### config.mk
export PLATFORM = sky130hd
export DESIGN_NAME = wm_panel
export DESIGN_NICKNAME = d
export VERILOG_FILES = /design/src/rtl/wm_panel.sv
export SDC_FILE = /design/constraint.sdc
export NUM_CORES = 1
export LEC_CHECK = 0
export BUFFER_PORTS_ARGS = -buffer_cell sky130_fd_sc_hd__buf_2
export CELL_PAD_IN_SITES_DETAIL_PLACEMENT = 1
export CELL_PAD_IN_SITES_GLOBAL_PLACEMENT = 1
export CORE_MARGIN = 1.5
export CORE_UTILIZATION = 43
export CTS_BUF_LIST = sky130_fd_sc_hd__clkbuf_16
export DETAILED_ROUTE_END_ITERATION = 10
export PLACE_DENSITY_LB_ADDON = 0.1
export RECOVER_POWER = 50
export SYNTH_ARGS = -nofsm -noshare
export SYNTH_HDL_FRONTEND = slang
export SYNTH_SLANG_ARGS = --single-unit
### constraint.sdc
create_clock -name clock -period 2.2 [get_ports clock]
set_input_delay 0.11 -clock clock [delete_from_list [all_inputs] [get_ports clock]]
set_output_delay 0.11 -clock clock [all_outputs]
set_load 0.01 [all_outputs]
### src/rtl/wm_panel.sv
// Washing-machine front panel: synchronizes and debounces the raw buttons and lid
// sensor, then runs the coin/credit/program-select FSM that drives the wash controller.

module wm_debounce #(
  parameter int DB = 4
) (
  input  logic clock,
  input  logic reset_n,
  input  logic i_raw,
  input  logic i_level,
  output logic o_next
);
  logic [1:0] r_sync;
  logic [7:0] r_cnt;
  logic       w_mis;
  logic       w_flip;

  // The filtered level lives in the parent so it can see next/current together
  // and derive a press on the same edge the level rises.
  assign w_mis  = r_sync[1] ^ i_level;
  assign w_flip = w_mis && (r_cnt == 8'(DB - 1));
  assign o_next = w_flip ? r_sync[1] : i_level;

  always_ff @(posedge clock or negedge reset_n) begin
    if (!reset_n) begin
      r_sync <= 2'b00;
      r_cnt  <= 8'd0;
    end else begin
      r_sync <= {r_sync[0], i_raw};
      if (!w_mis || w_flip) r_cnt <= 8'd0;
      else                  r_cnt <= r_cnt + 8'd1;
    end
  end
endmodule

module wm_panel #(
  parameter int DEBOUNCE_CYCLES = 4,
  parameter int COIN_PRICE      = 2
) (
  input  logic       clock,
  input  logic       reset_n,
  input  logic       btn_coin_raw,
  input  logic       btn_cancel_raw,
  input  logic       btn_mode_raw,
  input  logic       btn_start_raw,
  input  logic       lid_raw,
  input  logic       idle,
  input  logic       ready,
  input  logic       coin_Return,
  output logic       coin,
  output logic       cancel,
  output logic       mode_1,
  output logic       mode_2,
  output logic       mode_3,
  output logic       lid,
  output logic [1:0] mode_sel,
  output logic [3:0] credit,
  output logic       refund_pulse,
  output logic [4:0] refund_count
);
  localparam int       NUM_IN = 5;
  localparam logic [3:0] PRICE = 4'(COIN_PRICE);

  typedef enum logic [1:0] {P_IDLE, P_COLLECT, P_ARMED, P_RUN} state_t;

  // lane order: 0 coin, 1 cancel, 2 mode, 3 start, 4 lid
  logic [NUM_IN-1:0] w_raw;
  logic [NUM_IN-1:0] w_next;
  logic [NUM_IN-1:0] r_lvl;
  logic [3:0]        w_press;

  assign w_raw = {lid_raw, btn_start_raw, btn_mode_raw, btn_cancel_raw, btn_coin_raw};

  genvar gi;
  generate
    for (gi = 0; gi < NUM_IN; gi++) begin : g_db
      wm_debounce #(.DB(DEBOUNCE_CYCLES)) u_db (
        .clock   (clock),
        .reset_n (reset_n),
        .i_raw   (w_raw[gi]),
        .i_level (r_lvl[gi]),
        .o_next  (w_next[gi])
      );
    end
  endgenerate

  assign w_press = w_next[3:0] & ~r_lvl[3:0];

  state_t     r_state, w_nstate;
  logic [3:0] r_credit, w_ncredit, w_inc;
  logic [1:0] r_mode_sel, w_nmode_sel;
  logic       r_coin, w_ncoin;
  logic       r_cancel, w_ncancel;
  logic [2:0] r_modep, w_nmodep;
  logic       r_ref, w_nref;
  logic [4:0] r_ref_cnt, w_nref_cnt;

  always_ff @(posedge clock or negedge reset_n) begin
    if (!reset_n) begin
      r_lvl      <= '0;
      r_state    <= P_IDLE;
      r_credit   <= 4'd0;
      r_mode_sel <= 2'd0;
      r_coin     <= 1'b0;
      r_cancel   <= 1'b0;
      r_modep    <= 3'b000;
      r_ref      <= 1'b0;
      r_ref_cnt  <= 5'd0;
    end else begin
      r_lvl      <= w_next;
      r_state    <= w_nstate;
      r_credit   <= w_ncredit;
      r_mode_sel <= w_nmode_sel;
      r_coin     <= w_ncoin;
      r_cancel   <= w_ncancel;
      r_modep    <= w_nmodep;
      r_ref      <= w_nref;
      r_ref_cnt  <= w_nref_cnt;
    end
  end

  always_comb begin
    w_inc       = r_credit;
    w_nstate    = r_state;
    w_nmode_sel = r_mode_sel;
    w_ncoin     = 1'b0;
    w_ncancel   = 1'b0;
    w_nmodep    = 3'b000;
    w_nref      = 1'b0;
    w_nref_cnt  = 5'd0;
    if (w_press[0] && r_credit != 4'd15) w_inc = r_credit + 4'd1;
    w_ncredit = w_inc;
    if (w_press[2] && r_state != P_RUN)
      w_nmode_sel = (r_mode_sel == 2'd2) ? 2'd0 : r_mode_sel + 2'd1;

    case (r_state)
      P_IDLE: begin
        if (w_press[0]) w_nstate = P_COLLECT;
      end
      P_COLLECT: begin
        if (w_press[1]) begin
          w_nref     = 1'b1;
          w_nref_cnt = {1'b0, w_inc};
          w_ncredit  = 4'd0;
          w_nstate   = P_IDLE;
        end else if (r_credit >= PRICE && idle) begin
          w_ncoin   = 1'b1;
          w_ncredit = w_inc - PRICE;
          w_nstate  = P_ARMED;
        end
      end
      P_ARMED, P_RUN: begin
        // controller-initiated return outranks every panel press this cycle
        if (coin_Return) begin
          w_nref     = 1'b1;
          w_nref_cnt = {1'b0, PRICE} + {1'b0, w_inc};
          w_ncredit  = 4'd0;
          w_nstate   = P_IDLE;
        end else if (w_press[1]) begin
          w_ncancel = 1'b1;
        end else if (r_state == P_ARMED) begin
          if (w_press[3] && ready) begin
            w_nmodep = 3'b001 << r_mode_sel;
            w_nstate = P_RUN;
          end
        end else if (idle) begin
          w_nstate = (w_inc != 4'd0) ? P_COLLECT : P_IDLE;
        end
      end
      default: w_nstate = P_IDLE;
    endcase
  end

  assign coin         = r_coin;
  assign cancel       = r_cancel;
  assign mode_1       = r_modep[0];
  assign mode_2       = r_modep[1];
  assign mode_3       = r_modep[2];
  assign lid          = r_lvl[4];
  assign mode_sel     = r_mode_sel;
  assign credit       = r_credit;
  assign refund_pulse = r_ref;
  assign refund_count = r_ref_cnt;
endmodule

Word-level counts from Yosys, hierarchy flattened. Cells that the tools add are included.

Output and inout bits: 18. Memory bits (writable): 0. Bits of input ports: 10. Bits in latches: 0. Word-level logic and storage cells: 118. Memories kept: 0. ROM bits: 0. Bits in registers: 74.

Eq/ne operators: 16. Shift-type cells: 1. Bitwise logic cells: 7. $lt $le $gt $ge: 1. Muxes and demuxes: 41. Add/subtract/negate cells: 9. Divide/modulo/power cells: 0. Multipliers: 0. Reduce and logical (&&, ||, !) cells: 23.

Operators with widths (number): $add 8x1->8 const B (5); $eq 8x2->1 const B (5); $mux 8 (5); $mux 4 (5); $mux 2 (9); $mux 3 (5); $mux 1 (12); $ne 4x4->1 const B (3); $pmux 5 s2 (1); $logic_and 1x1->1 (9); $pmux 4 s2 (1); $eq 2x2->1 const B (3); $ne 3x3->1 const B (2); $pmux 2 s3 (1); $add 2x4->5 const A (1); $logic_not 1->1 (5); $logic_or 1x1->1 (5); $mux 5 (1); $reduce_and 5->1 (1); $xor 1x1->1 (5); $add 4x1->4 const B (1); $and 4x4->4 (1); $ge 4x2->1 const B (1); $ne 2x2->1 const B (2); other kinds (9) (9).

Depth between registers and ports, before layout.
Word-level depth: 13. Gate-level depth with buffers: 8. Gate-level depth less buffers: 8.

Cells and area by module. Synthesis repeated with hierarchy kept, for this count alone.

Cells, all modules: 312. Area total of the unflattened synthesis: 3450.8 um2.

By module, submodules not included: wm_debounce (times used 5, sequential area each 250.2 um2, cells an instance 43, area an instance 467.9 um2); wm_panel (times used 1, sequential area each 600.6 um2, cells an instance 97, area an instance 1111.1 um2).

Worst setup path before layout. Ideal clock, no wire load.

Path type: flip-flop to flip-flop. From: register g_db[0].u_db.r_cnt[0]. To: register r_state[0]. Buffers on the path: 0. Setup time: 0.125 ns. Arrival time: 1.901 ns. Path slack: 0.174 ns. Required time: 2.075 ns. Stages on the path, launching flop included: 8. Period minus slack after synthesis: 2.026 ns. Path through: dfrtp_1 ha_1 nor3b_2 nand4_2 nor2_1 xnor2_1 a41oi_1 mux2_4.

Cells in the longest elaborated chain, start to end: 13. Elaborated cells between the ends (all ways): 15. Classes of those cells: eq/ne: 2; mux: 8; bitwise: 1; reduce/logical: 4.

RTL lines: from (decl) (RTL line 14) `logic [7:0] r_cnt;`; from (signal assigned) (RTL line 31) `else r_cnt <= r_cnt + 8'd1;`; $eq 8x2->1 (*) (RTL line 21) `assign w_flip = w_mis && (r_cnt == 8'(DB - 1));`; $logic_and 1x1->1 (*) (RTL line 21); $mux 1 (*) (RTL line 22) `assign o_next = w_flip ? r_sync[1] : i_level;`; $and 4x4->4 (*) (RTL line 87) `assign w_press = w_next[3:0] & ~r_lvl[3:0];`; $logic_and 1x1->1 (RTL line 131) `if (w_press[0] && r_credit != 4'd15) w_inc = r_credit + 4'd1;`; $mux 4 (RTL line 131); $reduce_bool 4->1 (RTL line 167) `w_nstate = (w_inc != 4'd0) ? P_COLLECT : P_IDLE;`; $mux 1 (RTL line 167); $mux 2 (RTL line 166) `end else if (idle) begin`; $mux 2 (RTL line 161) `end else if (r_state == P_ARMED) begin`; $mux 2 (RTL line 159) `end else if (w_press[1]) begin`; $mux 2 (RTL line 154) `if (coin_Return) begin`; $pmux 2 s3 (RTL line 136) `case (r_state)`; to (signal assigned) (RTL line 111) `r_state <= w_nstate;`; to (decl) (RTL line 89) `state_t r_state, w_nstate;`.

Every way passes the cells marked *; elsewhere a longest branch is shown, timed or not. The select of a mux whose other input is x is not followed. A chain may end at the register's enable or synchronous reset.

Final worst setup path.
From: register g_db[0].u_db.r_cnt[0]. To: register r_ref_cnt[2], in the netlist refund_count[2].

Cells in the longest elaborated chain, start to end: 9. Elaborated cells between the ends (all ways): 10. Classes of those cells: add/sub: 1; eq/ne: 1; mux: 5; bitwise: 1; reduce/logical: 2.

RTL lines: $eq 8x2->1 (*) (RTL line 21); $logic_and 1x1->1 (*) (RTL line 21); $mux 1 (*) (RTL line 22); $and 4x4->4 (*) (RTL line 87); $logic_and 1x1->1 (*) (RTL line 131); $mux 4 (*) (RTL line 131); $add 2x4->5 (RTL line 156) `w_nref_cnt = {1'b0, PRICE} + {1'b0, w_inc};`; $mux 5 (RTL line 154); $pmux 5 s2 (*) (RTL line 136); via w_nref_cnt[2] (RTL line 96) `logic [4:0] r_ref_cnt, w_nref_cnt;`; to (signal assigned) (RTL line 118) `r_ref_cnt <= w_nref_cnt;`; to (decl) (RTL line 96).

Mark *: on every way through the listed nets, which the timed path passes. The rest lies on a longest branch.

==> results.yml <==
outcome:
  status: "finished, final reports clean"
logic_synthesis:
  synthesis.yosys.warnings: 0
  synth_seq_cells: 74
  post_synth_num_cell_types: 47
  syn-num-nets: 306
  synth_sequential_area_ratio_pct: 55.76
  syn_avg_cell_area_um2: 11.53
  post_synth_instance_area_um2: 3321
  synthesis.instances: 288
floorplan:
  fp.dieArea_um2: 8258
  horiz_die_dim_um: 90.88
  die_height_um: 90.88
  ios: 28
  starting_density_of_the_core_pct: 45.06
  rows: 31
  core_area_um2: 7370
critical_path:
  setup.worst_path.end_class: "register"
  worst_path_largest_cell_delay_ns: 0.39
  critical_path_cell_by_cell: "ha_2 -> nor3b_4 -> nand4_1 -> mux2i_4 -> inv_1 -> ha_1 -> nand3_1 -> o21ai_0"
  cell_family_with_the_largest_share_of_critical_path_delay: "simple AND/OR/NAND/NOR gates"
  worstPathBufferInverterCount: 1
  crit_path_top_delay_cell: "sky130_fd_sc_hd__dfrtp_1"
  start_kind: "register"
  path_class: "reg2reg"
  worst_ep_arrival_time_ns: 2.29
  critical_path_peak_fanout: 6
  crit_required_ns: 2.40
timing:
  post-route-period-util_pct: 95.37
  fin_worst_skew_ns: 0.005906
  report.final.slew_viol_count: 0
  totalNegativeSetupSlack_ns: 0
  timing.max_slew.rel_slack_pct: 34.10
  timing_worst_slew_pin_value_ns: 0.9885
  timing.final.hold_violations: 0
  fmaxAchievable_mhz: 476.6
  setup_viol: 0
  period_needed_ns: 2.098
finish:
  multi_input_area_um2: 1445
  final_common_cell: "sky130_fd_sc_hd__dfrtp_1"
  area.growth.synth_to_final_pct: 20.65
  most-common-layout-cells: "74 x sky130_fd_sc_hd__dfrtp_1, 45 x sky130_fd_sc_hd__nor2_1, 26 x sky130_fd_sc_hd__buf_2, 24 x sky130_fd_sc_hd__xor2_1, 23 x sky130_fd_sc_hd__nand3_1"
  post_route_cells_drive_above_1_share_pct: 21.11
  layoutNonFillerInstCount: 440
  final.fill_count: 796
  flip_flop_and_latch_area_um2: 1852
  number_of_nets_in_the_layout: 354
  insertedDiodeCount: 0
route:
  detail_route.wl_per_cell_um: 15.51
  drc_errors: 0
  initial_drc_count: 39
  via_count: 2251
  1st_pass_router_iterations: 4
  antenna_left: 0
  finalWirelength_mm: 6.824
  vias_per_cell: 5.116
power_and_ir_drop:
  vdd_ir_drop_max_mv: 0.6024
  cellPowerDensity_nw_per_um2: 1176
  power.leakage_nw: 1.897
cts:
  max-clock-path-buffers: 2
  cts-htree-levels: 3
  numCtsBuffers: 9
  cts_tree: "built"
  cts.sinks: 74
  clkTransAtPathRegs_ns: 0.05
  root_buffer: "sky130_fd_sc_hd__clkbuf_16"
  worstSkewPairLatency_ns: 0.33
grt:
  global_route.usage.total_pct: 17.78
  grt_start_max_net_pins: 75
  antenna_found_initial: 0
  grt_overflow: 0
  via_count_of_the_first_global_routing_pass: 2386
  global_route_wire_length_before_repair_mm: 11.48
worst_hold_path:
  timing.hold.worst.class: "in2reg"
placement:
  routability_driven_placement_congestion_ratio: 0.7938
  port_buffers: 27
  dp_hpwl_mm: 4.564
  dp.cells: 417
run:
  max_cap_viol_count: 0
power by group:
part           switching (mW)  internal, mW
clock network           0.528         0.978
registers               0.279          1.61
logic                   0.715         0.605
sequential cells by signal, indices dropped and copies added (netlist names), 2 cells and up:
signal            flops
credit                4
g_db.u_db.r_cnt      40
g_db.u_db.r_sync     10
mode_sel              2
r_lvl                 5
r_modep               3
r_state               2
refund_count          5
per-stage QoR:
step                      cell area, um2  power [mW]  hold WS, ns  setup WS, ns  util, %
after detailed placement            3610       3.181       0.1621      0.002843    48.98
after floorplan                     3321       2.766      -0.1856        0.1741        -
final                               4006       4.711       0.1514        0.1018    54.36
after global routing                4006       5.002       0.1927      -0.03583    54.36
after CTS                           3983       4.743       0.1297       0.04686    54.04
after global placement              3610       3.140       0.1609        0.1219    48.98
cell type report:
cell class	instances	share of cell area, %
Sequential cell	74	46.22
Multi-Input combinational cell	205	36.07
Timing Repair Buffer	41	6.433
Clock buffer	9	5.621
Tap cell	99	3.092
Clock inverter	7	2.092
Inverter	5	0.4685
Yosys cell counts (all sizes together):
library cell | n | area share [%]
nor2b | 3 | 0.57
o31a | 1 | 0.26
nand4bb | 1 | 0.34
a21o | 2 | 0.45
nand4b | 1 | 0.26
nor4 | 4 | 1.8
nand2b | 2 | 0.38
mux2i | 2 | 0.72
a311o | 1 | 0.30
and3 | 15 | 2.9
dfrtp | 74 | 56
nor4b | 2 | 0.53
buf | 3 | 1.0
o31ai | 1 | 0.23
nand3 | 24 | 3.8
o41ai | 1 | 0.26
o22ai | 4 | 0.75
or2b | 1 | 0.26
o21ai | 3 | 0.45
inv | 5 | 0.57
nor2 | 45 | 5.1
nand4 | 2 | 0.57
nand2 | 18 | 2.5
a41oi | 1 | 0.26
xor2 | 24 | 6.3
clkbuf | 1 | 0.11
xnor2 | 16 | 4.2
and2b | 1 | 0.26
or4b | 1 | 0.30
o221ai | 1 | 0.45
o41a | 1 | 0.38
nor3b | 3 | 0.83
a22oi | 1 | 0.23
or3b | 1 | 0.26
nor3 | 5 | 0.75
a21oi | 2 | 0.30
ha | 8 | 3.0
mux2 | 7 | 2.5
routing by layer:
layer	part of all wire, %	GRT usage (%)	vias up
met5	0	0	-
met4	1.3	6.641	0
met3	2.6	4.125	7
met2	50	29.32	28
met1	46	22.79	1134
li1	-	-	1082
logic make-up (layout without fill, tap and decap cells):
| group | Yosys count | count (layout) | synth area share [%] |
|---|---|---|---|
| DFF | 74 | 74 | 55.77 |
| and+or+nand+nor | 129 | 129 | 21.44 |
| xor gates and xnor gates | 40 | 40 | 10.55 |
| buffers and inverters | 9 | 62 | 1.695 |
| muxes | 9 | 9 | 3.202 |
| adders and majority gates | 8 | 8 | 3.014 |
| AOI/OAI and AO/OA | 19 | 19 | 4.333 |
tightest hold or removal path: cells and delay by family:
kind / cells / cell delay [ns]
simple gates: 1 / 0.09
compound gates: 1 / 0.08
buf+inv: 1 / 0.16
path summary, 6_finish.rpt:
| check | end | depth (start not counted) | startpoint | slack (ns) |
|---|---|---|---|---|
| setup / recovery | refund_count[2] | 8 | g_db[0].u_db.r_cnt[0] | 0.10 |
| max in group asynchronous | g_db[0].u_db.r_cnt[6] | 3 | reset_n | 0.94 |
| setup reg to reg | refund_count[2] | 8 | g_db[0].u_db.r_cnt[0] | 0.10 |
| hold / removal | refund_count[2] | 3 | coin_Return | 0.15 |
| min in group asynchronous | g_db[1].u_db.r_cnt[2] | 3 | reset_n | 0.61 |
| hold reg to reg | g_db[3].u_db.r_sync[1] | 0 | g_db[3].u_db.r_sync[0] | 0.35 |
timing repair:
item | 4_1_cts | 5_1_grt
endpoints found under the hold margin | 79 | 0
hold buffers | 6 | 0
endpoints found under the setup margin | 2 | 7
pin swaps | 0 | 1
gates resized for setup | 1 | 5
setup buffers | 0 | 1
Power figures use the tool's default switching activity.
